===== src/rtl/serial_pack_sequencer_if.sv =====
// serial_pack_sequencer_if
// Bundles the UART-side byte/handshake signals and the serial-out channel
// load bus of serial_pack_sequencer.
//   i_data, i_rx_done_tick : received byte and its one-cycle strobe
//   i_tx_done_tick         : UART transmitter finished a byte
//   i_ch_busy              : per-channel "shifting out" flags
//   o_output_pattern/o_freq_pattern/o_load : channel load bus
//   o_tx_start/o_tx_data   : reply byte request
//   o_timeout_tick/o_drop_tick : status strobes
// slave is the sequencer side, master is the surrounding system side.
interface serial_pack_sequencer_if #(
    parameter int DATA_BIT = 32,
    parameter int CH_NUM   = 3
);
    logic [7:0]          i_data;
    logic                i_rx_done_tick;
    logic                i_tx_done_tick;
    logic [CH_NUM-1:0]   i_ch_busy;
    logic [DATA_BIT-1:0] o_output_pattern;
    logic [DATA_BIT-1:0] o_freq_pattern;
    logic [CH_NUM-1:0]   o_load;
    logic                o_tx_start;
    logic [7:0]          o_tx_data;
    logic                o_timeout_tick;
    logic                o_drop_tick;

    modport slave (
        input  i_data, i_rx_done_tick, i_tx_done_tick, i_ch_busy,
        output o_output_pattern, o_freq_pattern, o_load, o_tx_start, o_tx_data,
               o_timeout_tick, o_drop_tick
    );

    modport master (
        output i_data, i_rx_done_tick, i_tx_done_tick, i_ch_busy,
        input  o_output_pattern, o_freq_pattern, o_load, o_tx_start, o_tx_data,
               o_timeout_tick, o_drop_tick
    );
endinterface


===== src/rtl/serial_pack_sequencer.sv =====
// serial_pack_sequencer
// Assembles UART bytes into command packs (output pattern, frequency pattern,
// control byte; patterns LSB byte first), validates each pack, loads the
// addressed serial-out channel and answers with an ACK or NAK byte.
// Ports:
//   clk   : system clock
//   rst_n : asynchronous active-low reset
//   bus   : serial_pack_sequencer_if.slave (UART byte/handshake in, channel
//           load bus, reply byte and status strobes out)
module serial_pack_sequencer #(
    parameter int         DATA_BIT    = 32,
    parameter int         PACK_NUM    = (DATA_BIT / 8) * 2 + 1,
    parameter int         CH_NUM      = 3,
    parameter int         TIMEOUT_CYC = 52083,
    parameter logic [7:0] ACK_BYTE    = 8'hA5,
    parameter logic [7:0] NAK_BYTE    = 8'h5A
) (
    input logic                clk,
    input logic                rst_n,
    serial_pack_sequencer_if.slave bus
);
    localparam int HOLD_W = PACK_NUM * 8;
    localparam int CNT_W  = (PACK_NUM > 1) ? $clog2(PACK_NUM) : 1;
    localparam int TMR_W  = (TIMEOUT_CYC > 1) ? $clog2(TIMEOUT_CYC) : 1;

    localparam logic [CNT_W-1:0] CNT_LAST = CNT_W'(PACK_NUM - 1);
    localparam logic [TMR_W-1:0] TMR_LAST = TMR_W'(TIMEOUT_CYC - 1);

    localparam logic [2:0] StIdle   = 3'd0;
    localparam logic [2:0] StRecv   = 3'd1;
    localparam logic [2:0] StCheck  = 3'd2;
    localparam logic [2:0] StLoad   = 3'd3;
    localparam logic [2:0] StReply  = 3'd4;
    localparam logic [2:0] StWaitTx = 3'd5;

    logic [2:0]          state_q, state_d;
    logic [CNT_W-1:0]    cnt_q, cnt_d;
    logic [TMR_W-1:0]    tmr_q, tmr_d;
    logic [HOLD_W-1:0]   hold_q, hold_d;
    logic [DATA_BIT-1:0] out_pat_q, out_pat_d;
    logic [DATA_BIT-1:0] freq_pat_q, freq_pat_d;
    logic [7:0]          tx_data_q, tx_data_d;

    logic [7:0] ctrl;
    logic [1:0] ch;
    logic [3:0] busy_ext;
    logic       ch_ok;
    logic       reject;
    logic       accepting;
    logic       timeout;

    // The newest byte enters at the top, so after a full pack byte 0 sits in
    // the low bits and the control byte occupies the top byte.
    assign ctrl     = hold_q[HOLD_W-1 -: 8];
    assign ch       = ctrl[1:0];
    assign busy_ext = 4'(bus.i_ch_busy);
    assign ch_ok    = int'(ch) < CH_NUM;
    assign reject   = !ch_ok || (ctrl[7:2] != 6'd0) || busy_ext[ch];

    assign accepting = (state_q == StIdle) || (state_q == StRecv);
    // A byte arriving on the expiry cycle wins over the timeout.
    assign timeout   = (state_q == StRecv) && !bus.i_rx_done_tick && (tmr_q == TMR_LAST);

    always_comb begin
        state_d    = state_q;
        cnt_d      = cnt_q;
        tmr_d      = tmr_q;
        hold_d     = hold_q;
        out_pat_d  = out_pat_q;
        freq_pat_d = freq_pat_q;
        tx_data_d  = tx_data_q;
        case (state_q)
            StIdle, StRecv: begin
                if (bus.i_rx_done_tick) begin
                    hold_d = HOLD_W'({bus.i_data, hold_q} >> 8);
                    tmr_d  = '0;
                    if (cnt_q == CNT_LAST) begin
                        cnt_d   = '0;
                        state_d = StCheck;
                    end else begin
                        cnt_d   = cnt_q + 1'b1;
                        state_d = StRecv;
                    end
                end else if (timeout) begin
                    cnt_d   = '0;
                    tmr_d   = '0;
                    hold_d  = '0;
                    state_d = StIdle;
                end else if (state_q == StRecv) begin
                    tmr_d = tmr_q + 1'b1;
                end
            end
            StCheck: begin
                if (reject) begin
                    tx_data_d = NAK_BYTE;
                    state_d   = StReply;
                end else begin
                    // Registered here so the patterns are already valid
                    // during the o_load cycle.
                    out_pat_d  = hold_q[DATA_BIT-1:0];
                    freq_pat_d = hold_q[2*DATA_BIT-1:DATA_BIT];
                    state_d    = StLoad;
                end
            end
            StLoad: begin
                tx_data_d = ACK_BYTE;
                state_d   = StReply;
            end
            StReply: begin
                state_d = StWaitTx;
            end
            StWaitTx: begin
                if (bus.i_tx_done_tick) begin
                    state_d = StIdle;
                end
            end
            default: begin
                state_d = StIdle;
            end
        endcase
    end

    always_ff @(posedge clk or negedge rst_n) begin
        if (!rst_n) begin
            state_q    <= StIdle;
            cnt_q      <= '0;
            tmr_q      <= '0;
            hold_q     <= '0;
            out_pat_q  <= '0;
            freq_pat_q <= '0;
            tx_data_q  <= '0;
        end else begin
            state_q    <= state_d;
            cnt_q      <= cnt_d;
            tmr_q      <= tmr_d;
            hold_q     <= hold_d;
            out_pat_q  <= out_pat_d;
            freq_pat_q <= freq_pat_d;
            tx_data_q  <= tx_data_d;
        end
    end

    assign bus.o_output_pattern = out_pat_q;
    assign bus.o_freq_pattern   = freq_pat_q;
    assign bus.o_load           = (state_q == StLoad) ? (CH_NUM'(1) << ch) : '0;
    assign bus.o_tx_start       = (state_q == StReply);
    assign bus.o_tx_data        = tx_data_q;
    assign bus.o_timeout_tick   = timeout;
    assign bus.o_drop_tick      = bus.i_rx_done_tick && !accepting;
endmodule


===== src/flat_wrapper.sv =====
// flat-port wrapper written by rule: the top's interface ports become plain ports
module serial_pack_sequencer_flat 
#(
    parameter int         DATA_BIT    = 32,
    parameter int         PACK_NUM    = (DATA_BIT / 8) * 2 + 1,
    parameter int         CH_NUM      = 3,
    parameter int         TIMEOUT_CYC = 52083,
    parameter logic [7:0] ACK_BYTE    = 8'hA5,
    parameter logic [7:0] NAK_BYTE    = 8'h5A
)
  (clk, rst_n, bus_i_data, bus_i_rx_done_tick, bus_i_tx_done_tick, bus_i_ch_busy, bus_o_output_pattern, bus_o_freq_pattern, bus_o_load, bus_o_tx_start, bus_o_tx_data, bus_o_timeout_tick, bus_o_drop_tick);
  serial_pack_sequencer_if #(.DATA_BIT(DATA_BIT), .CH_NUM(CH_NUM)) bus_i ();
  input logic clk;
  input logic rst_n;
  input wire logic [$bits(bus_i.i_data)-1:0] bus_i_data;
  input wire logic [$bits(bus_i.i_rx_done_tick)-1:0] bus_i_rx_done_tick;
  input wire logic [$bits(bus_i.i_tx_done_tick)-1:0] bus_i_tx_done_tick;
  input wire logic [$bits(bus_i.i_ch_busy)-1:0] bus_i_ch_busy;
  output wire logic [$bits(bus_i.o_output_pattern)-1:0] bus_o_output_pattern;
  output wire logic [$bits(bus_i.o_freq_pattern)-1:0] bus_o_freq_pattern;
  output wire logic [$bits(bus_i.o_load)-1:0] bus_o_load;
  output wire logic [$bits(bus_i.o_tx_start)-1:0] bus_o_tx_start;
  output wire logic [$bits(bus_i.o_tx_data)-1:0] bus_o_tx_data;
  output wire logic [$bits(bus_i.o_timeout_tick)-1:0] bus_o_timeout_tick;
  output wire logic [$bits(bus_i.o_drop_tick)-1:0] bus_o_drop_tick;
  assign bus_i.i_data = bus_i_data;
  assign bus_i.i_rx_done_tick = bus_i_rx_done_tick;
  assign bus_i.i_tx_done_tick = bus_i_tx_done_tick;
  assign bus_i.i_ch_busy = bus_i_ch_busy;
  assign bus_o_output_pattern = bus_i.o_output_pattern;
  assign bus_o_freq_pattern = bus_i.o_freq_pattern;
  assign bus_o_load = bus_i.o_load;
  assign bus_o_tx_start = bus_i.o_tx_start;
  assign bus_o_tx_data = bus_i.o_tx_data;
  assign bus_o_timeout_tick = bus_i.o_timeout_tick;
  assign bus_o_drop_tick = bus_i.o_drop_tick;
  serial_pack_sequencer #(.DATA_BIT(DATA_BIT), .PACK_NUM(PACK_NUM), .CH_NUM(CH_NUM), .TIMEOUT_CYC(TIMEOUT_CYC), .ACK_BYTE(ACK_BYTE), .NAK_BYTE(NAK_BYTE)) u_core (.clk(clk), .rst_n(rst_n), .bus(bus_i));
endmodule

===== config.mk =====
export PLATFORM = sky130hd
export DESIGN_NAME = serial_pack_sequencer_flat
export DESIGN_NICKNAME = d
export VERILOG_FILES = /design/src/rtl/serial_pack_sequencer_if.sv /design/src/rtl/serial_pack_sequencer.sv /design/src/flat_wrapper.sv
export SDC_FILE = /design/constraint.sdc
export NUM_CORES = 1
export LEC_CHECK = 0
export BUFFER_PORTS_ARGS = -buffer_cell sky130_fd_sc_hd__buf_2
export CAP_MARGIN = 5
export CORE_MARGIN = 3
export CORE_UTILIZATION = 51
export DETAILED_ROUTE_END_ITERATION = 8
export GPL_TIMING_DRIVEN = 0
export PLACE_DENSITY = 0.82
export SLEW_MARGIN = 5
export SYNTH_ARGS = -nofsm -noshare
export SYNTH_HDL_FRONTEND = slang
export SYNTH_SLANG_ARGS = --single-unit

===== constraint.sdc =====
create_clock -name clk -period 2.65 [get_ports clk]
set_input_delay 0.3975 -clock clk [delete_from_list [all_inputs] [get_ports clk]]
set_output_delay 0.3975 -clock clk [all_outputs]
set_load 0.05 [all_outputs]

# --- After elaboration in Yosys (flattened, before gate mapping) ---
# Index checks and enable logic that the tools add are counted.
op_classes:
  shift: 1
  bitwise_logic: 1
  n_lt_le_gt_ge: 2
  add_sub_neg: 2
  n_eq_ne: 10
  n_mux: 19
  reduce_logical: 20
ops:
  columns: ["operator", "n"]
  rows:
  - ["72-bit two-way mux", 2]
  - ["16-bit two-way mux", 3]
  - ["16-bit by 1-bit adder with 16-bit output, second input constant", 1]
  - ["16-bit equality test, second input constant", 1]
  - ["8-bit one-hot mux with 2 select lines", 1]
  - ["3-bit two-way mux", 5]
  - ["3-bit one-hot mux with 5 select lines", 1]
  - ["4-bit two-way mux", 3]
  - ["2-bit AND reduction", 5]
  - ["8-bit two-way mux", 1]
  - ["3-bit by 2-bit equality test with 1-bit output, second input constant", 2]
  - ["3-bit equality test, second input constant", 2]
  - ["6-bit nonzero test", 1]
  - ["4-bit by 1-bit adder with 4-bit output, second input constant", 1]
  - ["4-bit equality test, second input constant", 1]
  - ["2-bit nonzero test", 2]
  - ["3-bit by 1-bit equality test with 1-bit output, second input constant", 1]
  - ["1-bit logical AND", 3]
  - ["1-bit zero test", 3]
  - ["3-bit zero test", 1]
  - ["1-bit logical OR", 3]
  - ["2-bit by 3-bit less-than comparator with 1-bit output, second input constant", 1]
  - ["3-bit inequality test, second input constant", 1]
  - ["3-bit nonzero test", 1]
  - ["other kinds (9)", 9]
totals:
  inputBits: 15
  out_inout_bits: 78
  regBits: 167

# --- Depth between registers and ports, before layout ---
depth:
  ltp_word: 6
  depth_mapped: 8
  mapped_depth_nobuf: 7

# --- Worst setup path after synthesis ---
# No wires, ideal clock.
synth_timing:
  path_kind: "flip-flop to flip-flop"
  start: "register u_core.hold_q[71]"
  end: "register u_core.freq_pat_q[0] (netlist: u_core.bus.o_freq_pattern[0])"
  setup_time_ps: 127
  arrival_ps: 2384
  required_ps: 2523
  path_buffers: 2
  path_stages_with_launch: 8
  path_slack_ps: 139
  cell_sequence: "dfrtp_1 > or4_1 > a2111oi_2 > o311ai_1 > nor4b_2 > buf_4 > buf_6 > mux2_1"
synth_via:
  elab_chain_len: 5
synth_lines:
  columns: ["element", "line", "rtl"]
  rows:
  - ["start, declared", "serial_pack_sequencer.sv:39", "logic [HOLD_W-1:0] hold_q, hold_d;"]
  - ["start signal, assigned", "serial_pack_sequencer.sv:136", "hold_q <= hold_d;"]
  - ["6-bit nonzero test", "serial_pack_sequencer.sv:58", "assign reject = !ch_ok || (ctrl[7:2] != 6'd0) || busy_ext[ch];"]
  - ["1-bit logical OR (2 in a row)", "serial_pack_sequencer.sv:58", null]
  - ["1-bit inverter (no line)", null, null]
  - ["2-bit AND reduction (no line)", null, null]
  - ["end signal, assigned", "serial_pack_sequencer.sv:138", "freq_pat_q <= freq_pat_d;"]
  - ["end, declared", "serial_pack_sequencer.sv:41", "logic [DATA_BIT-1:0] freq_pat_q, freq_pat_d;"]
# No other way between the ends.
# A chain may end at the register's enable or synchronous reset.

# --- Final worst setup path ---
layout_timing:
  start: "register u_core.hold_q[71]"
  end: "register u_core.out_pat_q[27] (netlist: u_core.bus.o_output_pattern[27])"
layout_via:
  elab_chain_len: 5
layout_lines:
  columns: ["element", "line", "rtl"]
  rows:
  - ["6-bit nonzero test", "serial_pack_sequencer.sv:58", null]
  - ["1-bit logical OR (2 in a row)", "serial_pack_sequencer.sv:58", null]
  - ["1-bit inverter (no line)", null, null]
  - ["2-bit AND reduction (no line)", null, null]
  - ["end signal, assigned", "serial_pack_sequencer.sv:137", "out_pat_q <= out_pat_d;"]
  - ["end, declared", "serial_pack_sequencer.sv:40", "logic [DATA_BIT-1:0] out_pat_q, out_pat_d;"]
# No other way between the ends.

==> results.md <==
- R2R Path Start: u_core.hold_q[71]
- FMAX: 0.376 GHz
- Worst reg-to-reg setup slack: -10 ps
- Worst hold start: bus_i_data[2]
- Worst Path Buf+Inv: 3
- Initial antenna violation count: 0
- Peak VDD IR: 565 uV
- Worst setup margin: -11.8 ps
- HPWL Detailed: 9370 um
- Number of global-route vias before repair: 4430
- Drc violations: 0
- Reg2Reg Depth: 8
- Routed met3 length: 998 um
- Synthesized Nets: 484
- Setup TNS: -44.6 ps
- Routability Congestion: 0.847
- Tightest Pin Transition: 859 ps
- Synthesized cell area: 0.00639 mm^2
- Clk_skew: 8.69 ps
- Cell taking the most area after synthesis: dfrtp_1
- Clk_lat worst skew: 420 ps
- Vias: 4408
- Critical-path cell list: or4_4 > a2111oi_4 > o311ai_2 > nor4b_2 > buf_4 > buf_12 > buf_8 > mux2_1
- Ant. Diodes: 0
- Max_cap viols: 0
- Mean Syn Cell Area: 13.7 um^2
- Sequential-to-total area share from yosys stat: 63.1%
- Synth top area cells: dfrtp_1 63%, a22o_1 9.9%, mux2_1 6.9%
- Yosys cell types: 45
- Warnings from Yosys: 0
- Area Growth Syn to Fin: 24.8%
- Fin crit share: 100%
- RSZ-0062 raised after global routing: yes
- Gate Count Post-Synth: 465
- Worst-path clk slew: 60 ps
- Antenna Nets Post-Route: 0
- # setup viols final: 10
- Chip height: 118 um
- Worst hold path type: input port to register
- WL final: 14400 um
- Critical Path Fanout Max: 10
- Post-DR wirelength/cell: 18.7 um
- PortBufs: 91
- Nets: 609
- First-pass GRT wire length: 23200 um
- CTS max path bufs: 2
- Number of flops mapped to enable cells by yosys: 0
- Initial DRC Count: 393
- Total gr overflow: 0
- DRT Pass-1 Iters: 6
- Ports: 93
- Core area: 0.0121 mm^2
- Rows: 40
- Top sig layer: met4
- CP arrival: 2960 ps
- Flops & latches, synth: 161
- Post-layout min period: 2660 ps
- Hold path depth: 2
- CP peak stage delay: 560 ps
- Total clock buffers created by CTS: 17
- Slowest stage cell, crit path: or4_4
- Endpoint type of the worst setup path: register
- Pre-CTS setup slack: -511 ps
- Total Power: 7.73 mW
- Initial core utilization: 52.8%
- All-layer global routing usage: 21.2%
- Final Hold Fails: 0
- Final Max Slew Viols: 0
- Worst slew margin: 42.2%
- Violated checks: negative setup slack
- Largest net degree at the start of global routing: 98
- PwrDens: 970 mW/mm^2
- Cell Area, Placed: 0.00709 mm^2
- Synth async-reset ratio: 100%
- Prevailing post-synth register cell: dfrtp_1
- # H-tree levels: 4
- Routed wl met2: 7100 um
- Reg-to-Reg End: u_core.bus.o_output_pattern[27]
- Required @ worst endpoint: 2950 ps
- Crit Path Category: register to register
- Vias per cell: 5.73
- Die area: 0.0139 mm^2
- M1 WL: 5890 um
- Clock Sinks: 161
- Post-synth top area share: 63.1%
- CTS tree: yes
- Leakage: 4.08 nW
- Status: complete, but fails checks
- Fin area: 0.00797 mm^2
- CTS root buf: clkbuf_16
- Die extent in x: 118 um
- CP delay by family, top: simple AND/OR/NAND/NOR gates
- CP startpoint kind: register
- Hold worst-path end: u_core.hold_q[66]
- Share of layout cells above drive strength 1: 35.1%
registers in the layout, indices dropped and copies added (netlist names):
signal                       flops
u_core.bus.o_tx_data             2
u_core.cnt_q                     4
u_core.bus.o_freq_pattern       32
u_core.bus.o_output_pattern     32
u_core.tmr_q                    16
u_core.hold_q                   72
u_core.state_q                   3
cells in the mapped netlist, types with 2 or more instances:
cell,count
dfrtp_1,161
a22o_1,72
mux2_1,39
mux2_2,26
clkbuf_1,19
nand2_1,17
nor2_1,16
inv_1,9
nand3_1,9
o21ai_0,9
buf_4,7
nor3_1,7
a21oi_1,6
nand4_1,6
or3_1,5
a31oi_1,4
and2_1,4
buf_6,4
ha_1,4
xor2_1,4
nor3b_1,3
nor4_1,3
or4bb_1,3
xnor2_1,3
a21o_1,2
buf_2,2
mux2i_1,2
or4_1,2
kinds of logic after synthesis:
logic type | synth area share, %
DFF | 63.1
xor gates and xnor gates | 0.959
muxes | 11.8
and+or+nand+nor | 7.05
adders and majority gates | 0.783
AOI/OAI and AO/OA | 13.0
buffers and inverters | 3.39
report_power, final:
group | internal (mW) | total, mW | switching (mW)
sequential | 3.01 | 3.57 | 0.560
combinational | 0.761 | 1.86 | 1.10
clock | 1.36 | 2.30 | 0.942
repair_timing:
| item | 4_1_cts | 5_1_grt |
|---|---|---|
| gates cloned | 0 | 0 |
| pin swaps | 4 | 2 |
| resized for setup | 22 | 41 |
| buffers inserted | 8 | 5 |
| setup endpoints to repair | 137 | 145 |
| hold endpoints to repair | 64 | 0 |
| hold buffers | 1 | 0 |
layout make-up:
class                      count  area, um^2
buffer                        33         249
clock buffer                  22         474
clock inverter                 8        78.8
fill                         872        4140
inverter                       9        33.8
multi-input combinational    262        2280
sequential                   161        4030
tap                          168         210
timing repair buffer         106         616
cell usage in the layout, fill, tap and decap left out, types with 16 or more instances in the layout:
cell type,Yosys,routed
dfrtp_1,161,159
buf_2,2,90
a22o_1,72,72
mux2_4,0,23
mux2_2,26,21
mux2_1,39,21
buf_4,7,18
clkbuf_16,0,17
nand2_1,17,16
metal layers:
metal / GRT usage [%] / vias up
met1: 27.3 / 2229
met2: 33.4 / 182
met4: 8.50 / 0
li1: - / 1965
met3: 7.02 / 32
met5: 0 / -
stage by stage:
stage / util [%] / cells / hold slack (ps)
4_1_cts: 64.5 / 764 / 186
5_1_grt: 65.8 / 769 / 197
3_5_place_dp: 58.5 / 725 / 420
2_1_floorplan: - / 465 / 102
6_report: 65.8 / 769 / 200
3_3_place_gp: 58.3 / 724 / 463
worst max path at each step:
stage	startpoint	to	slack [ps]	depth (start not counted)
after floorplan	u_core.hold_q[71]	u_core.bus.o_freq_pattern[0]	140	7
after global placement	rst_n	u_core.bus.o_freq_pattern[28]	-980	1
after detailed placement	u_core.hold_q[71]	u_core.bus.o_freq_pattern[25]	-510	7
after CTS	u_core.tmr_q[13]	bus_o_timeout_tick	6	5
after global routing	u_core.hold_q[71]	u_core.bus.o_freq_pattern[2]	-130	8
final	u_core.hold_q[71]	u_core.bus.o_output_pattern[27]	-10	8
Power figures use the tool's default switching activity.
